[src/rtl/branch_check_queue_pkg.sv]
// Shared definitions for the branch check queue: branch type codes,
// the queue entry layout and the sequential next-PC helper.
package branch_check_queue_pkg;

    localparam int PCSIZE_DEF = 12;

    // Branch type codes carried on res_branch / upd_branch.
    localparam logic [2:0] BR_NONE = 3'b000;
    localparam logic [2:0] BR_COND = 3'b001;
    localparam logic [2:0] BR_JUMP = 3'b010;
    localparam logic [2:0] BR_CALL = 3'b011;
    localparam logic [2:0] BR_RET  = 3'b100;

    // One in-flight prediction as captured at fetch.
    typedef struct packed {
        logic [PCSIZE_DEF-1:0] pc;
        logic                  pred;
        logic [PCSIZE_DEF-1:0] next;
    } bcq_entry_t;

    localparam int ENTRY_W = $bits(bcq_entry_t);

    // Fall-through PC; wraps modulo 2^PCSIZE like the fetch adder.
    function automatic logic [PCSIZE_DEF-1:0] seq_next(input logic [PCSIZE_DEF-1:0] pc);
        return pc + PCSIZE_DEF'(4);
    endfunction

endpackage

[src/rtl/branch_check_queue_if.sv]
// Fetch/execute-facing bundle of the branch check queue.
//
// Handshake: a push transfers on a rising edge where push_valid and
// push_ready are both high; push_valid and the push payload must be held
// stable by the master until that edge, and push_ready never depends on
// push_valid. res_valid is a one-sided strobe (no ready): it is consumed
// when the queue holds an entry and silently ignored when it is empty.
// upd_valid and flush are single-cycle pulses with no back-pressure.
interface branch_check_queue_if #(
    parameter int PCSIZE = 12
);
    logic              push_valid;
    logic              push_ready;
    logic [PCSIZE-1:0] push_pc;
    logic              push_pred;
    logic [PCSIZE-1:0] push_next;

    logic              res_valid;
    logic [2:0]        res_branch;
    logic              res_taken;
    logic [PCSIZE-1:0] res_target;

    logic              upd_valid;
    logic [PCSIZE-1:0] upd_pc;
    logic [2:0]        upd_branch;
    logic              upd_outcome;
    logic [PCSIZE-1:0] upd_target;

    logic              flush;
    logic [PCSIZE-1:0] redirect_pc;

    // Fetch / execute side.
    modport master (
        output push_valid, push_pc, push_pred, push_next,
        output res_valid, res_branch, res_taken, res_target,
        input  push_ready,
        input  upd_valid, upd_pc, upd_branch, upd_outcome, upd_target,
        input  flush, redirect_pc
    );

    // Queue side.
    modport slave (
        input  push_valid, push_pc, push_pred, push_next,
        input  res_valid, res_branch, res_taken, res_target,
        output push_ready,
        output upd_valid, upd_pc, upd_branch, upd_outcome, upd_target,
        output flush, redirect_pc
    );
endinterface

[src/rtl/branch_check_queue_pred_fifo.sv]
// Generic DEPTH-entry circular buffer with push, pop, synchronous clear
// and an occupancy count. Clear wins over push and pop in the same cycle.
module branch_check_queue_pred_fifo #(
    parameter int WIDTH = 25,
    parameter int DEPTH = 4
) (
    input  logic                     clk,
    input  logic                     rst_n,
    input  logic                     push,
    input  logic [WIDTH-1:0]         din,
    input  logic                     pop,
    input  logic                     clear,
    output logic [WIDTH-1:0]         dout,
    output logic                     full,
    output logic                     empty,
    output logic [$clog2(DEPTH):0]   count
);
    localparam int AW = $clog2(DEPTH);

    logic [WIDTH-1:0] mem [DEPTH];
    logic [AW-1:0]    wr_ptr;
    logic [AW-1:0]    rd_ptr;
    logic             do_push;
    logic             do_pop;

    assign full    = (count == (AW+1)'(DEPTH));
    assign empty   = (count == '0);
    assign do_push = push && !full && !clear;
    assign do_pop  = pop && !empty && !clear;
    assign dout    = mem[rd_ptr];

    // Pointer and occupancy bookkeeping; pointers wrap naturally at DEPTH.
    always_ff @(posedge clk or negedge rst_n) begin
        if (!rst_n) begin
            wr_ptr <= '0;
            rd_ptr <= '0;
            count  <= '0;
        end else if (clear) begin
            rd_ptr <= wr_ptr;
            count  <= '0;
        end else begin
            if (do_push) wr_ptr <= wr_ptr + AW'(1);
            if (do_pop)  rd_ptr <= rd_ptr + AW'(1);
            case ({do_push, do_pop})
                2'b10:   count <= count + (AW+1)'(1);
                2'b01:   count <= count - (AW+1)'(1);
                default: count <= count;
            endcase
        end
    end

    // Entry storage; contents are don't-care until written, so no reset.
    always_ff @(posedge clk) begin
        if (do_push) mem[wr_ptr] <= din;
    end

endmodule

[src/rtl/branch_check_queue.sv]
// Branch check queue: holds fetch-time predictions until execute resolves
// them, emits a training pulse for the predictor/BTB and a flush/redirect
// to fetch when the predicted next PC turns out to be wrong.
module branch_check_queue
    import branch_check_queue_pkg::*;
#(
    parameter int PCSIZE = PCSIZE_DEF,
    parameter int DEPTH  = 4,
    parameter int CNTW   = 16
) (
    input  logic                   clk,
    input  logic                   rst_n,
    branch_check_queue_if.slave    bus,
    output logic [$clog2(DEPTH):0] occupancy,
    output logic [CNTW-1:0]        mispred_cnt
);
    // The entry struct is laid out at the package PC width.
    if (PCSIZE != PCSIZE_DEF) begin : g_width_check
        $error("branch_check_queue: PCSIZE must equal PCSIZE_DEF");
    end

    bcq_entry_t        push_entry;
    bcq_entry_t        head;
    logic [ENTRY_W-1:0] head_bits;
    logic              fifo_full;
    logic              fifo_empty;

    logic              push_fire;
    logic              pop_fire;
    logic              mispredict;
    logic [PCSIZE-1:0] actual_next;

    logic              upd_valid_q;
    logic [PCSIZE-1:0] upd_pc_q;
    logic [2:0]        upd_branch_q;
    logic              upd_outcome_q;
    logic [PCSIZE-1:0] upd_target_q;
    logic              flush_q;
    logic [PCSIZE-1:0] redirect_q;

    assign push_entry = '{pc: bus.push_pc, pred: bus.push_pred, next: bus.push_next};
    assign head       = bcq_entry_t'(head_bits);

    // No new predictions while full or while fetch is being redirected.
    assign bus.push_ready = !fifo_full && !flush_q;

    // Resolve the oldest entry: compute the real next PC and compare.
    always_comb begin
        push_fire   = bus.push_valid && bus.push_ready;
        pop_fire    = bus.res_valid && !fifo_empty;
        actual_next = bus.res_taken ? bus.res_target : seq_next(head.pc);
        mispredict  = pop_fire && (actual_next != head.next);
    end

    // A mispredict clears the whole queue (younger entries are wrong-path)
    // and drops any push in the same cycle.
    branch_check_queue_pred_fifo #(
        .WIDTH (ENTRY_W),
        .DEPTH (DEPTH)
    ) u_fifo (
        .clk   (clk),
        .rst_n (rst_n),
        .push  (push_fire && !mispredict),
        .din   (push_entry),
        .pop   (pop_fire && !mispredict),
        .clear (mispredict),
        .dout  (head_bits),
        .full  (fifo_full),
        .empty (fifo_empty),
        .count (occupancy)
    );

    // Training pulse and its payload; payload holds between pops.
    always_ff @(posedge clk or negedge rst_n) begin
        if (!rst_n) begin
            upd_valid_q   <= 1'b0;
            upd_pc_q      <= '0;
            upd_branch_q  <= BR_NONE;
            upd_outcome_q <= 1'b0;
            upd_target_q  <= '0;
        end else begin
            upd_valid_q <= pop_fire && (bus.res_branch != BR_NONE);
            if (pop_fire) begin
                upd_pc_q      <= head.pc;
                upd_branch_q  <= bus.res_branch;
                upd_outcome_q <= bus.res_taken;
                upd_target_q  <= bus.res_target;
            end
        end
    end

    // Flush pulse, redirect target and saturating mispredict statistics.
    always_ff @(posedge clk or negedge rst_n) begin
        if (!rst_n) begin
            flush_q     <= 1'b0;
            redirect_q  <= '0;
            mispred_cnt <= '0;
        end else begin
            flush_q <= mispredict;
            if (mispredict) begin
                redirect_q <= actual_next;
                if (mispred_cnt != '1) mispred_cnt <= mispred_cnt + CNTW'(1);
            end
        end
    end

    assign bus.upd_valid   = upd_valid_q;
    assign bus.upd_pc      = upd_pc_q;
    assign bus.upd_branch  = upd_branch_q;
    assign bus.upd_outcome = upd_outcome_q;
    assign bus.upd_target  = upd_target_q;
    assign bus.flush       = flush_q;
    assign bus.redirect_pc = redirect_q;

    logic unused_pred;
    assign unused_pred = head.pred;

endmodule

[src/flat_wrapper.sv]
// flat-port wrapper written by rule: the top's interface ports become plain ports
module branch_check_queue_flat import branch_check_queue_pkg::*;
#(
    parameter int PCSIZE = PCSIZE_DEF,
    parameter int DEPTH  = 4,
    parameter int CNTW   = 16
)
  (clk, rst_n, occupancy, mispred_cnt, bus_push_valid, bus_push_pc, bus_push_pred, bus_push_next, bus_res_valid, bus_res_branch, bus_res_taken, bus_res_target, bus_push_ready, bus_upd_valid, bus_upd_pc, bus_upd_branch, bus_upd_outcome, bus_upd_target, bus_flush, bus_redirect_pc);
  branch_check_queue_if #(.PCSIZE(PCSIZE)) bus_i ();
  input  logic clk;
  input  logic rst_n;
  output logic [$clog2(DEPTH):0] occupancy;
  output logic [CNTW-1:0] mispred_cnt;
  input wire logic [$bits(bus_i.push_valid)-1:0] bus_push_valid;
  input wire logic [$bits(bus_i.push_pc)-1:0] bus_push_pc;
  input wire logic [$bits(bus_i.push_pred)-1:0] bus_push_pred;
  input wire logic [$bits(bus_i.push_next)-1:0] bus_push_next;
  input wire logic [$bits(bus_i.res_valid)-1:0] bus_res_valid;
  input wire logic [$bits(bus_i.res_branch)-1:0] bus_res_branch;
  input wire logic [$bits(bus_i.res_taken)-1:0] bus_res_taken;
  input wire logic [$bits(bus_i.res_target)-1:0] bus_res_target;
  output wire logic [$bits(bus_i.push_ready)-1:0] bus_push_ready;
  output wire logic [$bits(bus_i.upd_valid)-1:0] bus_upd_valid;
  output wire logic [$bits(bus_i.upd_pc)-1:0] bus_upd_pc;
  output wire logic [$bits(bus_i.upd_branch)-1:0] bus_upd_branch;
  output wire logic [$bits(bus_i.upd_outcome)-1:0] bus_upd_outcome;
  output wire logic [$bits(bus_i.upd_target)-1:0] bus_upd_target;
  output wire logic [$bits(bus_i.flush)-1:0] bus_flush;
  output wire logic [$bits(bus_i.redirect_pc)-1:0] bus_redirect_pc;
  assign bus_i.push_valid = bus_push_valid;
  assign bus_i.push_pc = bus_push_pc;
  assign bus_i.push_pred = bus_push_pred;
  assign bus_i.push_next = bus_push_next;
  assign bus_i.res_valid = bus_res_valid;
  assign bus_i.res_branch = bus_res_branch;
  assign bus_i.res_taken = bus_res_taken;
  assign bus_i.res_target = bus_res_target;
  assign bus_push_ready = bus_i.push_ready;
  assign bus_upd_valid = bus_i.upd_valid;
  assign bus_upd_pc = bus_i.upd_pc;
  assign bus_upd_branch = bus_i.upd_branch;
  assign bus_upd_outcome = bus_i.upd_outcome;
  assign bus_upd_target = bus_i.upd_target;
  assign bus_flush = bus_i.flush;
  assign bus_redirect_pc = bus_i.redirect_pc;
  branch_check_queue #(.PCSIZE(PCSIZE), .DEPTH(DEPTH), .CNTW(CNTW)) u_core (.clk(clk), .rst_n(rst_n), .bus(bus_i), .occupancy(occupancy), .mispred_cnt(mispred_cnt));
endmodule
[config.mk]
export PLATFORM = sky130hd
export DESIGN_NAME = branch_check_queue_flat
export DESIGN_NICKNAME = d
export VERILOG_FILES = /design/src/rtl/branch_check_queue_pkg.sv /design/src/rtl/branch_check_queue_if.sv /design/src/rtl/branch_check_queue_pred_fifo.sv /design/src/rtl/branch_check_queue.sv /design/src/flat_wrapper.sv
export SDC_FILE = /design/constraint.sdc
export NUM_CORES = 1
export LEC_CHECK = 0
export ABC_AREA = 1
export BUFFER_PORTS_ARGS = -buffer_cell sky130_fd_sc_hd__clkbuf_2
export CORE_AREA = 8 8 168 170
export CTS_CLUSTER_SIZE = 40
export DETAILED_ROUTE_END_ITERATION = 6
export DIE_AREA = 0 0 176 178
export SYNTH_ARGS = -nofsm -noshare
export SYNTH_HDL_FRONTEND = slang
export SYNTH_SLANG_ARGS = --single-unit
[constraint.sdc]
create_clock -name clk -period 8.45 [get_ports clk]
set_clock_uncertainty 0.2 [all_clocks]
set_input_delay 1.69 -clock clk [delete_from_list [all_inputs] [get_ports clk]]
set_output_delay 1.69 -clock clk [all_outputs]
set_load 0.01 [all_outputs]
==> summary.md, run 1 <==
| Metric | Value |
|---|---|
| Measured slew at the worst slew-check pin | 964.1 ps |
| Vertical die dimension | 178 um |
| Cell type with the highest occurrence count on the critical path | sky130_fd_sc_hd__nand2_1 |
| Share of the yosys chip area belonging to registers | 59.76% |
| Clock input transition at the sequential cells of the worst setup and hold paths | 60 ps |
| Clock tree from TritonCTS | done |
| Peak supply drop | 0.1754 mV |
| Number of instances in the synthesized netlist | 799 |
| Cells resized by post-CTS repair | 0 |
| Sinks on the clock net | 161 |
| Area leader, netlist | sky130_fd_sc_hd__edfxtp_1 |
| CTS Buffer Depth | 2 |
| Nature of the critical path startpoint | flop |
| First-pass GRT wire length | 29.73 mm |
| Slew margin rel. | 35.72% |
| Die X | 176 um |
| Setup Slack @ Placement | 3044 ps |
| Detailed-route wire length per cell | 15.20 um |
| CP required | 8560 ps |
| Synth async-reset ratio | 40.37% |
| Run status | complete, no violations |
| Dominant delay contributor by cell family on the critical path | simple AND/OR/NAND/NOR gates |
| Final-layout worst hold slack | 286.0 ps |
| DIE AREA | 31330 sq um |
| Static power due to leakage | 4.086 nW |
| Latest clock arrival within the worst-skew pair | 430 ps |
| Shortest clock period the worst path allows after layout | 5288 ps |
| Total via count after detailed routing | 5724 |
| Final cycle utilization of the critical path | 62.58% |
| Number of cells after detailed placement | 1213 |
| Final-report hold violation count | 0 |
| Boundary pin count | 107 |
| Max frequency | 189.1 MHz |
| Count of antenna-violating nets left after detailed routing | 0 |
| Area growth from synthesis to layout | 18.77% |
| Total Routed Length | 18.94 mm |
| Final Net Count | 950 |
| Worst endpoint data arrival time | 5400 ps |
| CTS Hold Bufs | 0 |
| Biggest fanout along the worst timing path | 49 |
| Number of antenna violations at the first check in global routing | 7 |
| Placeable Area | 25620 sq um |
| Fraction of final layout cells with drive strength greater than 1 | 18.68% |
| Detailed placer's ending HPWL | 13.20 mm |
| Capturing element type of the critical path | flop |
| Cells taking the most area after synthesis | sky130_fd_sc_hd__edfxtp_1 38%, sky130_fd_sc_hd__dfrtp_1 22%, sky130_fd_sc_hd__nand2_1 15% |
| Unrepaired setup endpoints after global routing | no |
| Number of iterations in the first detailed-routing pass | 5 |
| Buffers inserted during post-CTS setup optimization | 0 |
| Sequential cell area | 4509 sq um |
| Critical path type | reg2reg |
| Fill cell count | 2576 |
| Buf/Inv on CP | 3 |
| Overall overflow remaining after global route | 0 |
| Number of distinct library cells after synthesis | 36 |
| Critical Path Slowest Stage Cell | sky130_fd_sc_hd__dfrtp_1 |
| H-Tree Level Count | 4 |
| Post-synthesis instance area | 7546 sq um |
| Max Cap Violations | 0 |
| Initial Utilization | 29.46% |
| Root buffer cell | sky130_fd_sc_hd__clkbuf_16 |
| Yosys Warn Count | 0 |
| Via count normalized by instance count | 4.594 |
| CTS Buf Count | 17 |
| Synthesized net count | 852 |
| Proportion of netlist area held by the largest area contributor | 38.20% |
| Post-route DRC violation count | 0 |
| Gp weighted congestion | 0.8007 |
| Area used by multi-input combinational logic | 2621 sq um |
| Per-instance average area after synthesis | 9.444 sq um |
| Most common flop cell mapped by yosys | sky130_fd_sc_hd__edfxtp_1 |
| Final setup viols | 0 |
| Vias in the first global route | 5418 |
| Count of port buffers added during placement | 105 |
| Total routing usage reported by global routing | 12.34% |
| Setup_tns | 0 ps |
| Post-synthesis sequential element count | 161 |
| Sequence of cells on the critical path | inv_6 -> nand2_1 -> nand2_1 -> nand2_1 -> nand2_2 -> ha_1 -> o21ai_0 -> inv_1 -> nand2_1 -> nand2_1 -> inv_1 -> nand2_1 -> nor2_1 -> nand2_1 -> nor3_2 -> nand2_4 -> nand2_8 -> nand2_2 -> ha_1 -> fa_1 -> a21oi_1 -> o21ai_0 -> xor2_1 -> nor2_1 |
| Class of the tightest hold or removal check | reg2reg |
| Largest net degree at the start of global routing | 66 |
| Maximum cell stage delay along the critical path | 970 ps |
| DR iter-0 viols | 418 |
| Ratio of total power to cell area | 350.2 nW/um^2 |
| Slack of the critical path | 3162 ps |
| Non-filler cells in the finished layout | 1246 |
| Cell Rows | 59 |
| Max-slew violation count | 0 |
| Number of synthesized flops with an enable pin | 96 |
[cells in the mapped netlist, drive strengths merged, types with 3 or more instances]
library cell and n:
edfxtp 96, nand3 70, nand2 318, xor2 14, dfrtp 65, o21ai 42, nand4 21, nor3 7
a32oi 8, clkbuf 10, ha 7, xnor2 3, and2 3, inv 63, nor2 33, a21oi 9
buf 21
[state kept, by name, indices dropped and copies added, names as in the netlist]
signal and count:
u_core.bus.upd_pc 12, u_core.u_fifo.rd_ptr 2, u_core.bus.flush 1, u_core.u_fifo.wr_ptr 2, u_core.bus.upd_valid 1, u_core.bus.upd_outcome 1
u_core.bus.redirect_pc 12, u_core.u_fifo.mem 96, u_core.bus.upd_branch 3, u_core.mispred_cnt 16, u_core.u_fifo.count 3, u_core.bus.upd_target 12
[metal layers]
layer / track usage (%) / share of wire (%) / vias up
li1: - / - / 2837
met1: 14.84 / 43 / 2699
met2: 19.82 / 47 / 144
met3: 4.572 / 7.6 / 32
met4: 4.910 / 2.1 / 12
met5: 0 / 0.39 / -
[stage by stage]
step | area (sq um) | total power, mW | util (%)
3_3_place_gp | 8362 | 2.372 | 32.64
6_report | 8962 | 3.138 | 34.99
4_1_cts | 8960 | 3.173 | 34.98
3_5_place_dp | 8362 | 2.395 | 32.64
5_1_grt | 8962 | 3.377 | 34.99
2_1_floorplan | 7546 | 2.007 | -
[layout by cell type, fill, tap and decap left out, types with 17 or more instances in the layout]
cell                        instances
sky130_fd_sc_hd__clkbuf_16         17
sky130_fd_sc_hd__clkbuf_2         104
sky130_fd_sc_hd__dfrtp_1           65
sky130_fd_sc_hd__edfxtp_1          96
sky130_fd_sc_hd__inv_1             58
sky130_fd_sc_hd__nand2_1          308
sky130_fd_sc_hd__nand3_1           66
sky130_fd_sc_hd__nand4_1           21
sky130_fd_sc_hd__nor2_1            25
sky130_fd_sc_hd__o21ai_0           36
[worst reg2reg max path, delay by kind of cell, from the launching register on]
kind | cells | cell delay (ps)
AO/OA/AOI/OAI | 3 | 600
adder cells (fa/ha/maj) | 3 | 990
buffers and inverters | 3 | 450
flip-flops | 1 | 970
AND/OR/NAND/NOR | 14 | 1800
XOR/XNOR | 1 | 170
[area by class of cell]
class,count,area share (%)
Multi-Input combinational cell,542,29.25
Timing Repair Buffer,110,6.282
Tap cell,335,4.677
Clock buffer,19,4.942
Sequential cell,161,50.31
Inverter,65,2.778
Clock inverter,13,1.731
Antenna cell,1,0.02792
[report_power, final]
part           internal [mW]  switching [mW]  leakage (nW)
Clock                  0.449           0.325         0.284
Sequential              1.04           0.122          1.70
Combinational          0.376           0.830          2.10
Total                   1.86            1.28          4.09
[final timing paths]
path	from	to	slack (ps)	cells after the start
worst max-delay path	u_core.u_fifo.rd_ptr[0]	u_core.u_fifo.count[2]	3160	24
min in group asynchronous	rst_n	u_core.bus.upd_pc[9]	1250	2
worst max register to register	u_core.u_fifo.rd_ptr[0]	u_core.u_fifo.count[2]	3160	24
worst min-delay path	u_core.bus.redirect_pc[0]	u_core.bus.redirect_pc[0]	290	2
max in group asynchronous	rst_n	u_core.u_fifo.wr_ptr[1]	6220	2
worst min register to register	u_core.bus.redirect_pc[0]	u_core.bus.redirect_pc[0]	290	2
[logic make-up after synthesis]
logic type,Yosys count,share of synthesized area [%]
simple gates,456,26.31
compound gates,61,4.477
fa+ha+maj,8,1.426
flops,161,59.76
buf+inv,96,6.052
xor+xnor,17,1.973
No activity file was read; power rests on OpenSTA's default activity.
==> run 2: changes to the inputs <==
Clock period 8.45 ns to 5.02 ns, I/O delays scaled along.
==> summary.md, run 2 (synthesis results as in run 1) <==
| Metric | Value |
|---|---|
| Post-route DRC violation count | 0 (unchanged) |
| Critical path type | reg2reg |
| Maximum cell stage delay along the critical path | 530 ps (-440 ps) |
| CTS Hold Bufs | 0 (unchanged) |
| Critical Path Slowest Stage Cell | sky130_fd_sc_hd__dfrtp_1 |
| Cells resized by post-CTS repair | 0 (unchanged) |
| DR iter-0 viols | 462 (+11%) |
| Vertical die dimension | 178 um (unchanged) |
| R2R depth | 25 (+4.2%) |
| Nature of the critical path startpoint | flop |
| Area growth from synthesis to layout | 18.70% (about the same) |
| Peak supply drop | 0.2848 mV (+62%) |
| Slew margin rel. | 31.47% (-4.3 points) |
| Boundary pin count | 107 (unchanged) |
| Flip-flop count of the largest register after layout | 96 (unchanged) |
| Gp weighted congestion | 0.8262 (+3.2%) |
| Fill cell count | 2573 (-0.12%) |
| Latest clock arrival within the worst-skew pair | 430 ps (about the same) |
| Shortest clock period the worst path allows after layout | 4540 ps (-747.7 ps) |
| Final setup viols | 0 (unchanged) |
| Detailed-route wire length per cell | 15.34 um (+0.92%) |
| Total via count after detailed routing | 5753 (+0.51%) |
| Count of port buffers added during placement | 105 (unchanged) |
| Placed Area | 8394 sq um (+0.39%) |
| Class of the tightest hold or removal check | reg2reg |
| Buffers inserted during post-CTS setup optimization | 0 (unchanged) |
| Cell Rows | 59 (unchanged) |
| Setup_tns | 0 ps (unchanged) |
| Final-layout worst hold slack | 282.0 ps (-3.982 ps) |
| Fraction of met3 tracks used by global routing | 4.022% (-0.55 points) |
| First-pass GRT wire length | 30.46 mm (+2.5%) |
| Number of iterations in the first detailed-routing pass | 5 (unchanged) |
| Clock tree from TritonCTS | done |
| Run status | complete, no violations |
| Placeable Area | 25620 sq um (unchanged) |
| Worst endpoint data arrival time | 4700 ps (-700 ps) |
| Most common cell after layout, fill and taps aside | sky130_fd_sc_hd__nand2_1 |
| Detailed placer's ending HPWL | 13.69 mm (+3.7%) |
| Register name with the most flops | u_core.u_fifo.mem |
| Count of antenna-violating nets left after detailed routing | 0 (unchanged) |
| Max Cap Violations | 0 (unchanged) |
| Layout Cell Area excl Fill | 8957 sq um (about the same) |
| Largest net degree at the start of global routing | 55 (-17%) |
| CP required | 5180 ps (-3380 ps) |
| Largest registers ranked by flip-flop count | u_core.u_fifo.mem (96), u_core.mispred_cnt (16) |
| Clock input transition at the sequential cells of the worst setup and hold paths | 60 ps (about the same) |
| Biggest fanout along the worst timing path | 43 (-12%) |
| Total Routed Length | 19.23 mm (+1.5%) |
| Final Net Count | 957 (+0.74%) |
| Max frequency | 220.3 MHz (+16%) |
| Final-report hold violation count | 0 (unchanged) |
| DIE AREA | 31330 sq um (unchanged) |
| Overall overflow remaining after global route | 0 (unchanged) |
| Total routing usage reported by global routing | 12.61% (+0.26 points) |
| Root buffer cell | sky130_fd_sc_hd__clkbuf_16 |
| H-Tree Level Count | 4 (unchanged) |
| CTS Buf Count | 17 (unchanged) |
| CTS Buffer Depth | 2 (unchanged) |
| Cell type with the highest occurrence count on the critical path | sky130_fd_sc_hd__nand2_1 |
| Unrepaired setup endpoints after global routing | no |
| Max-slew violation count | 0 (unchanged) |
| Hold Path Stages | 2 (unchanged) |
| Ratio of total power to cell area | 585.3 nW/um^2 (+67%) |
| Capturing element type of the critical path | flop |
| Global Route met2 Usage | 20.80% (+0.98 points) |
| Final cycle utilization of the critical path | 90.44% (+28 points) |
| Met1 Resource Use GR | 15.09% (+0.24 points) |
| Vias in the first global route | 5628 (+3.9%) |
| Measured slew at the worst slew-check pin | 1027 ps (+62.64 ps) |
| Fraction of final layout cells with drive strength greater than 1 | 19.19% (+0.51 points) |
| Die X | 176 um (unchanged) |
| Number of antenna violations at the first check in global routing | 6 (-1) |
| Initial Utilization | 29.46% (unchanged) |
| Via count normalized by instance count | 4.591 (about the same) |
| Commonest non-fill, non-tap cells in the layout | 308 x sky130_fd_sc_hd__nand2_1, 104 x sky130_fd_sc_hd__clkbuf_2, 96 x sky130_fd_sc_hd__edfxtp_1, 66 x sky130_fd_sc_hd__nand3_1, 65 x sky130_fd_sc_hd__dfrtp_1 |
| Gr busiest metal | met2 |
| Static power due to leakage | 4.104 nW (+0.43%) |
| Sinks on the clock net | 161 (unchanged) |
[run 2: layout make-up]
| cell class | instances | area, sq um | area share [%] |
|---|---|---|---|
| Clock inverter | 13 | 127.6 | 1.425 |
| Inverter | 65 | 249.0 | 2.780 |
| Tap cell | 335 | 419.2 | 4.679 |
| Timing Repair Buffer | 117 | 615.6 | 6.872 |
| Sequential cell | 161 | 4509 | 50.34 |
| Multi-Input combinational cell | 542 | 2601 | 29.04 |
| Clock buffer | 19 | 432.9 | 4.833 |
| Antenna cell | 1 | 2.502 | 0.02794 |
[run 2: metal layers]
| layer | vias up | part of all wire [%] |
|---|---|---|
| met4 | 10 | 2.5 |
| li1 | 2847 | - |
| met1 | 2696 | 43 |
| met3 | 40 | 7.4 |
| met5 | - | 0.30 |
| met2 | 160 | 46 |
[run 2: where the power goes]
part / switching [mW] / internal, mW / leakage [nW]
Combinational: 1.41 / 0.654 / 2.14
Sequential: 0.192 / 1.74 / 1.70
Clock: 0.549 / 0.691 / 0.267
[run 2: worst paths after layout]
check	startpoint	to	slack, ps
setup / recovery	u_core.u_fifo.rd_ptr[0]	u_core.u_fifo.count[2]	480
hold / removal	u_core.bus.upd_target[4]	u_core.bus.upd_target[4]	280
max in group asynchronous	rst_n	u_core.u_fifo.wr_ptr[1]	3260
min in group asynchronous	rst_n	u_core.bus.upd_pc[11]	400
setup reg to reg	u_core.u_fifo.rd_ptr[0]	u_core.u_fifo.count[2]	480
hold reg to reg	u_core.bus.upd_target[4]	u_core.bus.upd_target[4]	280
[run 2: critical path, delay by kind of cell (launching register included)]
| family | cells | cell delay (ps) |
|---|---|---|
| xor gates and xnor gates | 1 | 150 |
| and+or+nand+nor | 17 | 1950 |
| buffers and inverters | 3 | 700 |
| adders and majority gates | 2 | 670 |
| AOI/OAI and AO/OA | 2 | 250 |
| DFF | 1 | 530 |
[run 2: through the flow]
step	total power, mW	cells	setup slack, ps	utilization [%]
after detailed placement	4.051	1220	457.5	32.77
after CTS	5.305	1252	457.4	34.96
after floorplan	3.378	799	933.4	-
final	5.243	1253	479.8	34.97
after global placement	4.010	1220	469.3	32.77
after global routing	5.632	1253	3.687	34.97
==> run 3: changes to the inputs <==
Settings changed: CORE_AREA 8 8 168 170 to 8 8 167 169, DIE_AREA 0 0 176 178 to 0 0 175 177, SYNTH_HIERARCHICAL from default to 1.
==> summary.md, run 3 <==
| Metric | Value |
|---|---|
| Slew margin rel. | 45.60% (+14 points) |
| Sinks on the clock net | 161 (unchanged) |
| Number of cells after detailed placement | 1168 (-4.3%) |
| Fraction of final layout cells with drive strength greater than 1 | 21.04% (+1.8 points) |
| Run status | complete, no violations |
| Placeable Area | 25470 sq um (-0.58%) |
| Post-synthesis instance area | 7286 sq um (-3.4%) |
| Gp weighted congestion | 0.8114 (-1.8%) |
| Total Routed Length | 18.59 mm (-3.3%) |
| Max Cap Violations | 0 (unchanged) |
| R2R depth | 25 (unchanged) |
| Setup_tns | 0 ps (unchanged) |
| CTS Buf Count | 17 (unchanged) |
| Cell type with the highest occurrence count on the critical path | sky130_fd_sc_hd__nand2_1 |
| Slack of the worst reg-to-reg path | 750 ps (+270 ps) |
| CTS Hold Bufs | 0 (unchanged) |
| Number of instances in the synthesized netlist | 738 (-7.6%) |
| H-Tree Level Count | 4 (unchanged) |
| Register name with the most flops | u_core/u_fifo/mem |
| Per-instance average area after synthesis | 9.872 sq um (+4.5%) |
| CTS Buffer Depth | 2 (unchanged) |
| Area growth from synthesis to layout | 21.67% |
| DR iter-0 viols | 462 (unchanged) |
| Cell Rows | 59 (unchanged) |
| Max frequency | 234.4 MHz (+6.4%) |
| Antenna diode count | 0 (-1) |
| Crit Reg-Reg Startpoint | u_core/u_fifo/rd_ptr[0] |
| Post-route DRC violation count | 0 (unchanged) |
| Max-slew violation count | 0 (unchanged) |
| Biggest fanout along the worst timing path | 51 (+19%) |
| Synthesized net count | 790 (-7.3%) |
| Static power due to leakage | 3.891 nW (-5.2%) |
| Final cycle utilization of the critical path | 84.99% (-5.5 points) |
| Root buffer cell | sky130_fd_sc_hd__clkbuf_16 |
| Count of port buffers added during placement | 105 (unchanged) |
| Yosys Warn Count | 6 (+6) |
| Vias in the first global route | 5325 (-5.4%) |
| Largest net degree at the start of global routing | 53 (-3.6%) |
| First-pass GRT wire length | 29.93 mm (-1.7%) |
| Cells resized by post-CTS repair | 0 (unchanged) |
| Number of iterations in the first detailed-routing pass | 4 (-1) |
| Detailed-route wire length per cell | 15.50 um (+0.99%) |
| Layout Cell Area excl Fill | 8865 sq um (-1.0%) |
| Flip-flop count of the largest register after layout | 96 (unchanged) |
| Nature of the critical path startpoint | flop |
| Count of antenna-violating nets left after detailed routing | 0 (unchanged) |
| Capturing element type of the critical path | flop |
| Ratio of total power to cell area | 564.6 nW/um^2 (-3.5%) |
| Shortest clock period the worst path allows after layout | 4267 ps (-273.6 ps) |
| Commonest non-fill, non-tap cells in the layout | 193 x sky130_fd_sc_hd__nand2_1, 104 x sky130_fd_sc_hd__clkbuf_2, 96 x sky130_fd_sc_hd__edfxtp_1, 71 x sky130_fd_sc_hd__nor2_1, 65 x sky130_fd_sc_hd__dfrtp_1 |
| Endpoint of the most critical register-to-register path | u_core/u_fifo/count[2] |
| Latest clock arrival within the worst-skew pair | 430 ps (about the same) |
| Critical Path Slowest Stage Cell | sky130_fd_sc_hd__buf_4 |
| Total via count after detailed routing | 5413 (-5.9%) |
| Class of the tightest hold or removal check | reg2reg |
| Fill cell count | 2589 (+0.62%) |
| Worst min-delay path startpoint | u_core/bus.upd_branch[0] |
| Non-filler cells in the finished layout | 1200 (-4.2%) |
| Placed Area | 8267 sq um (-1.5%) |
| Clock tree from TritonCTS | done |
| Peak supply drop | 0.2674 mV (-6.1%) |
| Detailed placer's ending HPWL | 13.21 mm (-3.6%) |
| Maximum cell stage delay along the critical path | 470 ps (-60 ps) |
| Most common cell after layout, fill and taps aside | sky130_fd_sc_hd__nand2_1 |
| Worst endpoint data arrival time | 4380 ps (-320 ps) |
| Hold Path Stages | 2 (unchanged) |
| Number of antenna violations at the first check in global routing | 5 (-1) |
| Boundary pin count | 107 (unchanged) |
| Clock input transition at the sequential cells of the worst setup and hold paths | 70 ps (about the same) |
| Final setup viols | 0 (unchanged) |
| Final-report hold violation count | 0 (unchanged) |
| Critical Path Start | u_core/u_fifo/rd_ptr[0] |
| Vertical die dimension | 177 um (-0.56%) |
| Unrepaired setup endpoints after global routing | no |
| Total routing usage reported by global routing | 12.35% (-0.26 points) |
| Initial Utilization | 28.61% (-0.85 points) |
| Buffers inserted during post-CTS setup optimization | 0 (unchanged) |
| Overall overflow remaining after global route | 0 (unchanged) |
| Final-layout worst hold slack | 279.0 ps (-3.015 ps) |
| CP required | 5130 ps (-50 ps) |
| Via count normalized by instance count | 4.511 (-1.8%) |
| DIE AREA | 30980 sq um (-1.1%) |
| Largest registers ranked by flip-flop count | u_core/u_fifo/mem (96), u_core/mispred_cnt (16) |
| Critical path type | reg2reg |
| Final Net Count | 904 (-5.5%) |
| Endpoint of the worst hold-timing path | u_core/bus.upd_branch[0] |
| Measured slew at the worst slew-check pin | 816.1 ps (-210.7 ps) |
| Die X | 175 um (-0.57%) |
## run 3: worst max-delay path: cells and delay by family, from the launching register on
family,cells,cell delay (ps)
AND/OR/NAND/NOR,16,1420
buffers and inverters,5,1000
AO/OA/AOI/OAI,2,630
adder cells (fa/ha/maj),1,370
flip-flops,1,360
XOR/XNOR,1,160
## run 3: cell type report
type                       count  area [sq um]  area share, %
clock buffer                  17         425.4          4.799
clock inverter                15         172.7          1.948
inverter                      60         230.2          2.597
multi-input combinational    485          2367          26.70
sequential                   161          4509          50.87
tap                          335         419.2          4.728
timing repair buffer         127         740.7          8.356
## run 3: worst max path at each step
stage                                   end  slack, ps  depth (start not counted)
global route         u_core/u_fifo/count[2]        220                         25
finish               u_core/u_fifo/count[2]        750                         25
CTS                  u_core/u_fifo/count[2]        730                         26
floorplan           u_core/u_fifo/mem[0][0]        690                         20
global placement     u_core/u_fifo/count[2]        760                         25
detailed placement   u_core/u_fifo/count[2]        760                         25
## run 3: routing by layer
layer / vias up / global-route usage [%] / routed length, um
li1: 2724 / - / -
met4: 10 / 4.168 / 276
met1: 2541 / 15.60 / 8618
met3: 25 / 4.352 / 1206
met2: 113 / 19.43 / 8430
met5: - / 0 / 63
## run 3: power breakdown
| part | switching, mW | leakage (nW) | internal (mW) |
|---|---|---|---|
| clock | 0.582 | 0.290 | 0.709 |
| sequential | 0.186 | 1.69 | 1.71 |
| combinational | 1.19 | 1.91 | 0.629 |
## run 3: per-stage QoR
stage	utilization (%)	total power, mW	setup slack (ps)
floorplan	-	3.060	691.8
global placement	32.46	3.731	755.9
detailed placement	32.46	3.766	757.3
CTS	34.81	5.084	727.2
global route	34.81	5.390	216.4
finish	34.81	5.005	753.5
